$ cat config.mk
export PLATFORM = sky130hd
export DESIGN_NAME = change_dispenser
export DESIGN_NICKNAME = d
export VERILOG_FILES = /design/src/rtl/vending_pkg.sv /design/src/rtl/coin_stock_counter.sv /design/src/rtl/change_dispenser.sv
export SDC_FILE = /design/constraint.sdc
export NUM_CORES = 1
export LEC_CHECK = 0
export CAP_MARGIN = 20
export CORE_UTILIZATION = 45
export DETAILED_ROUTE_END_ITERATION = 8
export HOLD_SLACK_MARGIN = 0.05
export PLACE_DENSITY = 0.7
export SETUP_SLACK_MARGIN = 0.2
export SYNTH_ARGS = -nofsm -noshare
export SYNTH_HDL_FRONTEND = slang
export SYNTH_SLANG_ARGS = --single-unit
$ cat constraint.sdc
create_clock -name clk -period 7.22 [get_ports clk]
set_input_delay 1.444 -clock clk [delete_from_list [all_inputs] [get_ports clk]]
set_output_delay 1.444 -clock clk [all_outputs]
set_load 0.005 [all_outputs]
$ cat src/rtl/vending_pkg.sv
// Shared vending definitions: FSM state encoding, error codes and coin values.
package vending_pkg;

  typedef enum logic [2:0] {
    ST_IDLE   = 3'd0,
    ST_CHECK  = 3'd1,
    ST_SELECT = 3'd2,
    ST_EJECT  = 3'd3,
    ST_WAIT   = 3'd4,
    ST_DONE   = 3'd5,
    ST_ERR    = 3'd6
  } state_t;

  localparam logic [1:0] ERR_NONE  = 2'b00;
  localparam logic [1:0] ERR_STOCK = 2'b01;
  localparam logic [1:0] ERR_JAM   = 2'b10;

  localparam int unsigned COIN_BIG_VAL   = 2;
  localparam int unsigned COIN_SMALL_VAL = 1;

endpackage

$ cat src/rtl/coin_stock_counter.sv
// Hopper stock counter: saturating reload plus single-coin decrement in the same cycle.
module coin_stock_counter #(
  parameter int unsigned CNT_W = 8
) (
  input  logic             clk,
  input  logic             rst,
  input  logic             load,
  input  logic [CNT_W-1:0] qty,
  input  logic             dec,
  output logic [CNT_W-1:0] stock
);

  localparam int unsigned SUM_W = CNT_W + 1;

  logic [SUM_W-1:0] sum_c;
  logic [SUM_W-1:0] next_c;

  // One extra bit catches reload overflow; decrement applied before saturating.
  always_comb begin
    sum_c  = {1'b0, stock} + (load ? {1'b0, qty} : '0);
    next_c = sum_c;
    if (dec && (sum_c != '0)) begin
      next_c = sum_c - SUM_W'(1);
    end
  end

  // Stock register, cleared on reset, clamped at all-ones.
  always_ff @(posedge clk) begin
    if (!rst) begin
      stock <= '0;
    end else begin
      stock <= next_c[CNT_W] ? '1 : next_c[CNT_W-1:0];
    end
  end

endmodule

$ cat src/rtl/change_dispenser.sv
// Change payout controller: stock check, BIG-first coin selection, sensor-confirmed ejection with jam timeout.
module change_dispenser
  import vending_pkg::*;
#(
  parameter int unsigned AMT_W     = 6,
  parameter int unsigned CNT_W     = 8,
  parameter int unsigned EJECT_LEN = 4,
  parameter int unsigned TIMEOUT   = 1000
) (
  input  logic             clk,
  input  logic             rst,
  input  logic             req,
  input  logic [AMT_W-1:0] amount,
  output logic             ready,
  output logic             eject_big,
  output logic             eject_small,
  input  logic             coin_sensed,
  input  logic             load_big,
  input  logic             load_small,
  input  logic [CNT_W-1:0] load_qty,
  output logic [CNT_W-1:0] stock_big,
  output logic [CNT_W-1:0] stock_small,
  output logic [AMT_W-1:0] paid,
  output logic             done,
  output logic             err,
  output logic [1:0]       err_code
);

  localparam int unsigned TCNT_W = $clog2(TIMEOUT + 1);
  localparam int unsigned CAP_W  = AMT_W + CNT_W + 1;

  state_t            state;
  logic [AMT_W-1:0]  rem;
  logic              use_big;
  logic [TCNT_W-1:0] tcnt;

  logic              coin_event_c;
  logic              dec_big_c;
  logic              dec_small_c;
  logic              pick_big_c;
  logic              stock_fail_c;
  logic [AMT_W-1:0]  coin_val_c;
  logic [CAP_W-1:0]  cap_c;

  // Coin confirmation, selection and stock-sufficiency decode.
  always_comb begin
    coin_event_c = coin_sensed && ((state == ST_EJECT) || (state == ST_WAIT));
    dec_big_c    = coin_event_c && use_big;
    dec_small_c  = coin_event_c && !use_big;
    coin_val_c   = use_big ? AMT_W'(COIN_BIG_VAL) : AMT_W'(COIN_SMALL_VAL);
    pick_big_c   = (rem >= AMT_W'(COIN_BIG_VAL)) && (stock_big != '0);
    cap_c        = (CAP_W'(stock_big) << 1) + CAP_W'(stock_small);
    stock_fail_c = (CAP_W'(rem) > cap_c) || (rem[0] && (stock_small == '0));
  end

  coin_stock_counter #(.CNT_W(CNT_W)) u_big_stock (
    .clk   (clk),
    .rst   (rst),
    .load  (load_big),
    .qty   (load_qty),
    .dec   (dec_big_c),
    .stock (stock_big)
  );

  coin_stock_counter #(.CNT_W(CNT_W)) u_small_stock (
    .clk   (clk),
    .rst   (rst),
    .load  (load_small),
    .qty   (load_qty),
    .dec   (dec_small_c),
    .stock (stock_small)
  );

  // Payout FSM with registered handshake, motor and status outputs.
  always_ff @(posedge clk) begin
    if (!rst) begin
      state       <= ST_IDLE;
      ready       <= 1'b1;
      eject_big   <= 1'b0;
      eject_small <= 1'b0;
      done        <= 1'b0;
      err         <= 1'b0;
      err_code    <= ERR_NONE;
      paid        <= '0;
      rem         <= '0;
      use_big     <= 1'b0;
      tcnt        <= '0;
    end else begin
      done <= 1'b0;
      err  <= 1'b0;
      case (state)
        ST_IDLE: begin
          if (req && ready) begin
            rem      <= amount;
            paid     <= '0;
            err_code <= ERR_NONE;
            ready    <= 1'b0;
            state    <= ST_CHECK;
          end
        end
        ST_CHECK: begin
          if (stock_fail_c) begin
            err_code <= ERR_STOCK;
            state    <= ST_ERR;
          end else begin
            state <= ST_SELECT;
          end
        end
        ST_SELECT: begin
          if (rem == '0) begin
            state <= ST_DONE;
          end else begin
            use_big     <= pick_big_c;
            eject_big   <= pick_big_c;
            eject_small <= !pick_big_c;
            tcnt        <= '0;
            state       <= ST_EJECT;
          end
        end
        ST_EJECT, ST_WAIT: begin
          if (coin_event_c) begin
            rem         <= rem - coin_val_c;
            paid        <= paid + coin_val_c;
            eject_big   <= 1'b0;
            eject_small <= 1'b0;
            state       <= ST_SELECT;
          end else if (tcnt == TCNT_W'(TIMEOUT - 1)) begin
            eject_big   <= 1'b0;
            eject_small <= 1'b0;
            err_code    <= ERR_JAM;
            state       <= ST_ERR;
          end else begin
            tcnt <= tcnt + TCNT_W'(1);
            if ((state == ST_EJECT) && (tcnt == TCNT_W'(EJECT_LEN - 1))) begin
              eject_big   <= 1'b0;
              eject_small <= 1'b0;
              state       <= ST_WAIT;
            end
          end
        end
        ST_DONE: begin
          done  <= 1'b1;
          ready <= 1'b1;
          state <= ST_IDLE;
        end
        ST_ERR: begin
          err   <= 1'b1;
          ready <= 1'b1;
          state <= ST_IDLE;
        end
        default: begin
          state <= ST_IDLE;
        end
      endcase
    end
  end

endmodule

== After elaboration in Yosys (flattened, before gate mapping) ==
Cells that the tools add are included.

* Add/sub/neg operators: 8
* Order comparisons: 2
* Equal/unequal tests: 16
* Muxes and demuxes: 40
* Bitwise gates (word level): 1
* Reductions and logical operators: 32

{| class="wikitable"
|+ Operator list
! operator !! count
|-
| $mux 8 || 4
|-
| $mux 10 || 3
|-
| $mux 6 || 4
|-
| $pmux 6 s2 || 2
|-
| $pmux 10 s2 || 1
|-
| $add 8x9->9 || 2
|-
| $mux 3 || 6
|-
| $mux 9 || 2
|-
| $reduce_bool 9->1 || 2
|-
| $sub 9x1->9 const B || 2
|-
| $ne 2x2->1 const B || 7
|-
| $pmux 3 s4 || 1
|-
| $add 10x1->10 const B || 1
|-
| $add 9x8->10 || 1
|-
| $eq 10x10->1 const B || 1
|-
| $eq 10x2->1 const B || 1
|-
| $gt 6x10->1 || 1
|-
| $mux 2 || 5
|-
| $eq 3x3->1 const B || 3
|-
| $logic_and 1x1->1 || 9
|-
| $logic_not 8->1 || 1
|-
| $mux 1 || 8
|-
| $reduce_bool 8->1 || 1
|-
| $add 6x2->6 || 1
|-
| other kinds (19) || 30
|}

* Flip-flop bits (word level): 49
* Input bits: 20
* Output and inout port bits: 29

== Depth between registers and ports, before layout ==
Gate-level depths: netlist of the first run.

* Depth after elaboration: 7
* Mapped depth: 13
* Mapped depth without buffers: 13

== Cells and area by module ==
A second synthesis of the first run with hierarchy kept.

* Cells, all modules: 519
* Area total of the unflattened synthesis: 4237.8 µm²

{| class="wikitable"
|+ Modules (own cells, without submodules)
! module !! instances !! cells an instance !! area an instance (µm²)
|-
| change_dispenser || 1 || 277 || 2298.5
|-
| coin_stock_counter || 2 || 121 || 969.7
|}

== Least setup slack after synthesis of the first run ==
Ideal clock, no wire load.

* Path kind: input-to-reg
* Start: input port load_qty[0]
* End: register u_small_stock.stock[5]
* Arrival time: 3671 ps
* Required time: 7082 ps
* Setup slack: 3411 ps
* Cell stages on the path: 11
* Path buffers: 1
* Cell sequence: and2_1 > ha_1 > fa_1 > a211o_1 > a21o_1 > a211o_1 > nand2_1 > nand4_2 > buf_6 > o311ai_4 > o211ai_2

* Cells in the longest elaborated chain, start to end: 6
* Elaborated cells between the ends (all ways): 7

{| class="wikitable"
|+ Ends and longest elaborated chain
! item !! RTL line !! RTL
|-
| from (decl) || change_dispenser.sv:20 || <nowiki>input logic [CNT_W-1:0] load_qty,</nowiki>
|-
| $mux 8 (*) || coin_stock_counter.sv:20 || <nowiki>sum_c = {1'b0, stock} + (load ? {1'b0, qty} : '0);</nowiki>
|-
| $add 8x9->9 (*) || coin_stock_counter.sv:20 ||
|-
| parallel branches: the longest is 2 deep, another holds $sub 9x1->9 || -- ||
|-
| $mux 9 (*) || coin_stock_counter.sv:22 || <nowiki>if (dec && (sum_c != '0)) begin</nowiki>
|-
| $mux 8 (*) || coin_stock_counter.sv:32 || <nowiki>stock <= next_c[CNT_W] ? '1 : next_c[CNT_W-1:0];</nowiki>
|-
| to (signal assigned) || coin_stock_counter.sv:32 ||
|-
| to (decl) || coin_stock_counter.sv:10 || <nowiki>output logic [CNT_W-1:0] stock</nowiki>
|}

Every way passes the cells marked *.
A chain may end at the register's enable or synchronous reset.

== Worst setup path after layout of the first run ==
* Start: input port load_small
* End: register u_small_stock.stock[5]

* Cells in the longest elaborated chain, start to end: 6
* Elaborated cells between the ends (all ways): 7

{| class="wikitable"
|+ Ends and longest elaborated chain
! item !! RTL line !! RTL
|-
| from (decl) || change_dispenser.sv:19 || <nowiki>input logic load_small,</nowiki>
|-
| $mux 8 (*) || coin_stock_counter.sv:20 ||
|-
| $add 8x9->9 (*) || coin_stock_counter.sv:20 ||
|-
| parallel branches: the longest is 2 deep, another holds $sub 9x1->9 || -- ||
|-
| $mux 9 (*) || coin_stock_counter.sv:22 ||
|-
| $mux 8 (*) || coin_stock_counter.sv:32 ||
|}

Marks and branches as above.

==> results of run 1 <==
-- worst min-delay path: stages, from the launching register on --
cell and delay [ps]:
dfxtp_1 340, nand2_1 60, a21oi_1 50
-- state kept, by name, indices dropped and copies added (netlist names) --
register and flops:
tcnt 10, u_big_stock.stock 8, u_small_stock.stock 8, paid 6, rem 6, state 3
err_code 2, done 1, eject_big 1, eject_small 1, err 1, ready 1
use_big 1
-- final cells by class --
class	count	area (µm²)
flip-flops and latches	49	981
well taps	105	131
fillers	796	3740
repair buffers	49	488
clock inverters	3	46.3
multi-input cells	388	2780
inverters	16	60.1
clock buffers	5	68.8
-- cell families (layout without fill, tap and decap cells) --
logic type,Yosys count,in the layout,synth area share (%)
compound gates,130,130,24.1
xor+xnor,24,24,5.61
fa+ha+maj,41,41,14.2
buf+inv,29,73,3.06
flops,49,49,25.3
mux,5,5,1.35
simple gates,188,188,26.4
-- metal layers --
| metal | share of wire (%) | global-route usage (%) |
|---|---|---|
| met5 | 0 | 0 |
| met2 | 49 | 39.7 |
| met4 | 2.0 | 7.20 |
| met3 | 3.2 | 3.38 |
| met1 | 46 | 26.8 |
-- Yosys cell counts (8+ instances only) --
| library cell | count | area share [%] |
|---|---|---|
| nand2b_1 | 8 | 1.3 |
| a211oi_1 | 10 | 1.9 |
| nand3_1 | 13 | 1.7 |
| o21ai_0 | 20 | 2.6 |
| ha_1 | 36 | 12 |
| a21oi_1 | 44 | 5.7 |
| inv_1 | 16 | 1.5 |
| clkbuf_1 | 10 | 0.97 |
| dfxtp_1 | 49 | 25 |
| and2_1 | 19 | 3.1 |
| nor4_1 | 8 | 1.3 |
| nand4_1 | 10 | 1.6 |
| xnor2_1 | 13 | 2.9 |
| xor2_1 | 10 | 2.3 |
| nor2_1 | 46 | 4.4 |
| nor3_1 | 8 | 1.0 |
| a21o_1 | 9 | 1.7 |
| nand2_1 | 36 | 3.5 |
-- power groups by stage --
stage          Sequential [mW]  Combinational [mW]  Clock [mW]
6_report                 0.464               0.960       0.204
5_1_grt                  0.474                1.08       0.219
4_1_cts                  0.461               0.959       0.209
3_5_place_dp             0.467               0.952           0
3_3_place_gp             0.466               0.921           0
2_1_floorplan            0.419               0.722           0
-- through the flow --
| step | hold WS [ps] | utilization [%] | cell area [µm²] |
|---|---|---|---|
| 5_1_grt | 523 | 54.9 | 4560 |
| 2_1_floorplan | 466 | - | 3880 |
| 6_report | 479 | 54.9 | 4560 |
| 4_1_cts | 485 | 54.9 | 4560 |
| 3_3_place_gp | 469 | 53.5 | 4440 |
| 3_5_place_dp | 472 | 53.5 | 4440 |
-- worst paths after layout --
check / from / endpoint / depth (start not counted)
hold reg to reg: paid[0] / paid[0] / 2
setup reg to reg: u_big_stock.stock[0] / state[2] / 13
setup / recovery: load_small / u_small_stock.stock[5] / 11
hold / removal: paid[0] / paid[0] / 2
==> results.json, run 1 <==
{
  "outcome": "finished clean",
  "netSwitchingPower_uw": 747,
  "path_cells": "clkdlybuf4s50_1 -> and2_1 -> ha_1 -> fa_1 -> a211o_1 -> a21o_1 -> a211o_1 -> nand2_1 -> nand4_2 -> o311ai_4 -> o211ai_2",
  "dp_hpwl_um": 7340,
  "cts.sinks": 49,
  "p_per_area_mw_per_mm2": 357,
  "avgSynthCellArea_um2": 8.33,
  "drive_above_1_share_pct": 7.45,
  "drt-initial-drc-count": 101,
  "gp_congestion": 0.966,
  "irDropWorstVdd_v": 0.000156,
  "ys.warnings.count": 0,
  "crit_type": "in2reg",
  "p_int_uw": 880,
  "layout_commonest_cell": "dfxtp_1",
  "die-area_mm2": 0.00900,
  "critPathTopFamily": "compound AO/OA/AOI/OAI gates",
  "start_util_pct": 46.8,
  "ant_nets": 0,
  "grt.total_usage_pct": 22.1,
  "globalRouteOverflowTotal": 0,
  "pre_cts_ws_ps": 2640,
  "wl_per_cell_um": 15.4,
  "crit_fanout": 12,
  "fp.dieH_um": 94.9,
  "grt_pass1_vias": 3442,
  "p_seq_share_pct": 28.5,
  "power_frac_comb_pct": 59.0,
  "io_buffers": 48,
  "critPathMaxStageDelay_ps": 480,
  "fin_tns_setup_ps": 0,
  "worstSkewPairLatency_ps": 310,
  "worst_ep_required_time_ps": 7400,
  "die_w_um": 94.9,
  "dp_cells": 607,
  "start_kind": "primary input",
  "syn_area_mm2": 0.00388,
  "cts_buffers": 5,
  "fin_crit_ps": 4300,
  "rsz0062_at_grt": "false",
  "drc_errors": 0,
  "ctsHoldBuffers": 0,
  "r2r_slack_ps": 4190,
  "swShare_pct": 45.9,
  "core_mm2": 0.00830,
  "grt_max_degree": 25,
  "clockPowerShare_pct": 12.5,
  "synth-seq-area-share_pct": 25.3,
  "maxCapViolations": 0,
  "path_buf_inv": 1,
  "hold_viol": 0,
  "cp_common_cell": "a211o_1",
  "root_buffer": "clkbuf_8",
  "post_cts_buffers": 0,
  "synthCells": 466,
  "clk_pin_slew_ps": 100,
  "slew-limit-headroom_pct": 40.2,
  "layout.cells.non_filler": 615,
  "worst_slack_ps": 2920,
  "cts-resized-gates": 0,
  "ys_ff_latch": 49,
  "vias": 3559,
  "cts_tree": "built",
  "finalCritPeriodShare_pct": 59.6,
  "finalWirelength_um": 9480,
  "num_antenna_cells": 0,
  "area_growth_pct": 17.4,
  "final_nets": 570,
  "h-tree-depth": 2,
  "std_cell_rows": 33,
  "most-common-layout-cells": "dfxtp_1 (49), clkdlybuf4s50_1 (48), nor2_1 (46), a21oi_1 (44)",
  "ys.flop_type": "dfxtp_1",
  "syn_nets": 527,
  "finalMaxSlewViolations": 0,
  "worstMarginPinSlew_ps": 895,
  "finalPower_mw": 1.63,
  "critPathSlowestCell": "clkdlybuf4s50_1",
  "drt_first_pass_iters": 4,
  "async_flop_share_pct": 0,
  "grt_pass1_wl_um": 15800,
  "clockBufferDepth": 2,
  "io_pins": 49,
  "final.setup_skew_ps": 11.7,
  "hp-class": "reg2reg",
  "viasPerCell": 5.79,
  "setup_viol": 0,
  "p_leak_nw": 1.78,
  "synth.distinct_cells": 72,
  "synth_edf_count": 0,
  "critPathCaptureType": "flip-flop",
  "clock.fmax_mhz": 232,
  "antenna_found_initial": 0,
  "arrival_ps": 4480
}
Note: power is estimated with default switching activity, not from simulation.
==> run 2, diff against run 1 <==
- PLACE_DENSITY: 0.7 -> 0.73
- clock period: 7.22 -> 3.74 ns (I/O delays scaled with it)
==> results.json, run 2 (synthesis gave the netlist of run 1 again) <==
{
  "io_pins": 49,
  "p_leak_nw": 1.84,
  "die-area_mm2": 0.00900,
  "viasPerCell": 5.93,
  "critPathSlowestCell": "fa_1",
  "arrival_ps": 3580,
  "num_antenna_cells": 0,
  "layout_commonest_cell": "dfxtp_1",
  "irDropWorstVdd_v": 0.000303,
  "hp-start": "eject_big",
  "cts_buffers": 5,
  "die_w_um": 94.9,
  "finalCritPeriodShare_pct": 90.0,
  "start_kind": "primary input",
  "dp_cells": 614,
  "drive_above_1_share_pct": 9.65,
  "fin_crit_ps": 3370,
  "antenna_found_initial": 0,
  "n_fill_cell": 783,
  "globalRouteOverflowTotal": 0,
  "final.setup_skew_ps": 9.62,
  "worstMarginPinSlew_ps": 776,
  "grt.total_usage_pct": 22.8,
  "vias": 3692,
  "finalPower_mw": 3.21,
  "gp_congestion": 0.978,
  "p_per_area_mw_per_mm2": 689,
  "gr-usage-met3_pct": 4.27,
  "ctsHoldBuffers": 0,
  "multi_input_area_mm2": 0.00282,
  "use_met2_pct": 40.5,
  "finalMaxSlewViolations": 0,
  "final_nets": 578,
  "worstSkewPairLatency_ps": 310,
  "cts.sinks": 49,
  "netSwitchingPower_mw": 1.47,
  "swShare_pct": 45.9,
  "critPathMaxStageDelay_ps": 420,
  "std_cell_rows": 33,
  "cts_tree": "built",
  "ant_nets": 0,
  "slew-limit-headroom_pct": 48.2,
  "layout.cells.non_filler": 623,
  "clk_pin_slew_ps": 100,
  "clockBufferDepth": 2,
  "drc_errors": 0,
  "clock.fmax_mhz": 297,
  "grt-busiest-layer": "met2",
  "h-tree-depth": 2,
  "rsz0062_at_grt": "true",
  "grt_max_degree": 25,
  "hp-class": "reg2reg",
  "timing.rr.start": "u_big_stock.stock[0]",
  "crit_fanout": 10,
  "grt_pass1_wl_um": 16300,
  "grt_pass1_vias": 3502,
  "drt_first_pass_iters": 6,
  "clockPowerShare_pct": 12.3,
  "finalWirelength_um": 9800,
  "setup_viol": 0,
  "largest_register": "tcnt",
  "cp_common_cell": "a211o_1",
  "maxCapViolations": 0,
  "wl_per_cell_um": 15.7,
  "root_buffer": "clkbuf_8",
  "io_buffers": 48,
  "holdWs_ps": 494,
  "largest_register_ffs": 10,
  "regArea_um2": 981,
  "area_growth_pct": 20.0,
  "power_frac_comb_pct": 59.7,
  "met1_usage_pct": 27.6,
  "p_seq_share_pct": 28.0,
  "critPathCaptureType": "flip-flop",
  "worst_ep_required_time_ps": 3960,
  "crit_start": "load_qty[0]",
  "path_cells": "clkdlybuf4s50_1 -> and2_1 -> ha_1 -> fa_1 -> a211o_1 -> a21o_1 -> a211o_1 -> nand2_1 -> nand4_2 -> buf_4 -> xnor2_1 -> a311oi_1",
  "fp.dieH_um": 94.9,
  "outcome": "finished clean",
  "drt-initial-drc-count": 99,
  "most-common-layout-cells": "dfxtp_1 (49), clkdlybuf4s50_1 (47), nor2_1 (46), a21oi_1 (44)",
  "crit_type": "in2reg",
  "dp_hpwl_um": 7490,
  "start_util_pct": 46.8,
  "reg.largest.list": "tcnt (10), u_big_stock.stock (8), u_small_stock.stock (8)",
  "core_mm2": 0.00830,
  "hold_viol": 0,
  "p_int_mw": 1.74
}
run 2: metrics by stage:
step	area (µm²)	worst slack, ps	TNS (ps)	util, %
floorplan	3880	627	0	-
global placement	4500	45.4	0	54.2
detailed placement	4500	-45.7	-126	54.2
CTS	4610	277	0	55.6
global route	4660	190	0	56.1
finish	4660	372	0	56.1
run 2: what timing repair did:
item | 4_1_cts | 5_1_grt
endpoints found under the setup margin | 0 | 11
resized for setup | 0 | 6
setup buffers | 0 | 1
run 2: power groups by stage:
stage	clock [mW]	combinational (mW)	sequential, mW
after detailed placement	0	1.87	0.906
after global placement	0	1.81	0.900
final	0.394	1.92	0.900
after global routing	0.426	2.15	0.921
after CTS	0.402	1.88	0.895
after floorplan	0	1.39	0.809
run 2: worst paths after layout:
kind / endpoint / slack (ps) / cells past startpoint
worst min register to register: eject_big / 490 / 2
worst max-delay path: u_small_stock.stock[0] / 370 / 12
worst min-delay path: eject_big / 490 / 2
worst max register to register: state[2] / 730 / 13
run 2: critical path: cells and delay by family:
family                   cells  cell delay, ps
XOR/XNOR                     1             120
AND/OR/NAND/NOR              3             440
AO/OA/AOI/OAI                4            1030
adder cells (fa/ha/maj)      2             620
buffers and inverters        2             630
run 2: layout make-up:
class | instances | share of cell area (%)
clock buffer | 5 | 1.48
clock inverter | 3 | 0.994
inverter | 16 | 1.29
multi-input combinational | 388 | 60.5
sequential | 49 | 21.1
tap | 105 | 2.82
timing repair buffer | 57 | 11.8
run 2: per-layer routing:
metal | part of all wire [%] | vias to the layer above | routed length (µm)
met5 | 0 | - | 0
met1 | 46 | 1764 | 4550
li1 | - | 1827 | -
met2 | 48 | 85 | 4730
met3 | 3.5 | 16 | 339
met4 | 1.8 | 0 | 176
==> run 3, diff against run 2 <==
--- a/config.mk
+++ b/config.mk
@@ -7,9 +7,10 @@
 export LEC_CHECK = 0
 export CAP_MARGIN = 20
-export CORE_UTILIZATION = 45
+export CORE_UTILIZATION = 51
 export DETAILED_ROUTE_END_ITERATION = 8
 export HOLD_SLACK_MARGIN = 0.05
-export PLACE_DENSITY = 0.73
+export PLACE_DENSITY = 0.8
 export SETUP_SLACK_MARGIN = 0.2
+export SLEW_MARGIN = 10
 export SYNTH_ARGS = -nofsm -noshare
 export SYNTH_HDL_FRONTEND = slang
==> constraint.sdc (replaced) <==
create_clock -name clk -period 3.74 [get_ports clk]
set_input_delay 0.935 -clock clk [delete_from_list [all_inputs] [get_ports clk]]
set_output_delay 0.935 -clock clk [all_outputs]
set_load 0.005 [all_outputs]
==> results.json, run 3 (synthesis gave the netlist of run 1 again) <==
{
  "drive_above_1_share_pct": 14.6,
  "num_antenna_cells": 0,
  "globalRouteOverflowTotal": 0,
  "hold_viol": 0,
  "arrival_ps": 3640,
  "largest_register_ffs": 10,
  "slew-limit-headroom_pct": 47.8,
  "viasPerCell": 5.92,
  "p_per_area_mw_per_mm2": 682,
  "fp.dieH_um": 89.3,
  "hp-class": "reg2reg",
  "std_cell_rows": 31,
  "h-tree-depth": 2,
  "final_nets": 601,
  "layout.cells.non_filler": 640,
  "die_w_um": 89.3,
  "setup_viol": 0,
  "drc_errors": 0,
  "cts.sinks": 49,
  "fin_crit_ps": 3390,
  "io_buffers": 48,
  "cts_tree": "built",
  "worst_ep_required_time_ps": 3980,
  "reg.largest.list": "tcnt (10), u_big_stock.stock (8), u_small_stock.stock (8)",
  "dp_cells": 630,
  "drt_first_pass_iters": 4,
  "dp_hpwl_um": 7660,
  "clockBufferDepth": 2,
  "layout_commonest_cell": "dfxtp_1",
  "wl_per_cell_um": 15.3,
  "area_growth_pct": 25.1,
  "most-common-layout-cells": "dfxtp_1 (49), nor2_1 (46), clkdlybuf4s50_1 (46), a21oi_1 (43)",
  "clk_pin_slew_ps": 100,
  "drt-initial-drc-count": 138,
  "core_mm2": 0.00729,
  "finalMaxSlewViolations": 0,
  "crit_type": "in2reg",
  "critPathCaptureType": "flip-flop",
  "clock.fmax_mhz": 295,
  "irDropWorstVdd_v": 0.000312,
  "final.setup_skew_ps": 10.2,
  "maxCapViolations": 0,
  "worstMarginPinSlew_ps": 783,
  "finalWirelength_um": 9810,
  "start_kind": "primary input",
  "grt_max_degree": 25,
  "die-area_mm2": 0.00797,
  "root_buffer": "clkbuf_8",
  "io_pins": 49,
  "fin_tns_setup_ps": 0,
  "grt_pass1_vias": 3622,
  "vias": 3788,
  "grt_pass1_wl_um": 16100,
  "antenna_found_initial": 0,
  "grt.total_usage_pct": 25.8,
  "worst_slack_ps": 346,
  "outcome": "finished clean",
  "start_util_pct": 53.2,
  "worstSkewPairLatency_ps": 310,
  "cts_buffers": 5,
  "ant_nets": 0,
  "rsz0062_at_grt": "false",
  "n_fill_cell": 636,
  "final_util_pct": 66.6,
  "crit_fanout": 3,
  "largest_register": "tcnt",
  "finalCritPeriodShare_pct": 90.7,
  "p_leak_nw": 1.96,
  "pre_cts_ws_ps": -126,
  "gp_congestion": 0.937,
  "finalPower_mw": 3.31
}
[run 3: worst paths after layout]
path,startpoint,end,slack [ps],cells past startpoint
setup / recovery,load_big,u_big_stock.stock[1],350,11
setup reg to reg,u_big_stock.stock[0],state[2],710,13
hold / removal,eject_big,eject_big,490,2
hold reg to reg,eject_big,eject_big,490,2
[run 3: final cells by class]
type | count | area (µm²) | share of cell area [%]
clock inverters | 3 | 46.3 | 0.953
well taps | 99 | 124 | 2.55
flip-flops and latches | 49 | 981 | 20.2
repair buffers | 80 | 733 | 15.1
inverters | 16 | 60.1 | 1.24
multi-input cells | 388 | 2850 | 58.6
clock buffers | 5 | 68.8 | 1.42
[run 3: power breakdown]
| part | switching (mW) | internal, mW |
|---|---|---|
| Clock | 0.190 | 0.200 |
| Combinational | 1.06 | 0.965 |
| Sequential | 0.242 | 0.655 |
[run 3: repair_timing]
action                                  4_1_cts  5_1_grt
gates resized for setup                       0       16
hold buffers                                  0        0
buffers inserted                              0        2
endpoints found under the setup margin        0       11
[run 3: per-layer routing]
metal / share of wire (%) / vias to the layer above / global-route usage, %
met5: 0 / - / 0
met4: 2.1 / 0 / 8.37
li1: - / 1864 / -
met1: 43 / 1790 / 30.2
met3: 4.9 / 21 / 3.97
met2: 50 / 113 / 48.0
[run 3: through the flow]
step | area (µm²) | hold slack [ps]
floorplan | 3880 | 466
global placement | 4650 | 467
detailed placement | 4650 | 470
CTS | 4770 | 484
global route | 4860 | 518
finish | 4860 | 487
[run 3: critical path, stage by stage]
cell             delay [ps]
clkdlybuf4s50_1         450
and2_1                  180
ha_1                    210
fa_2                    360
a211oi_2                260
o21a_1                  180
o31ai_2                  90
nor4_2                  330
a41oi_2                 200
mux2_2                  300
a21oi_1                 130
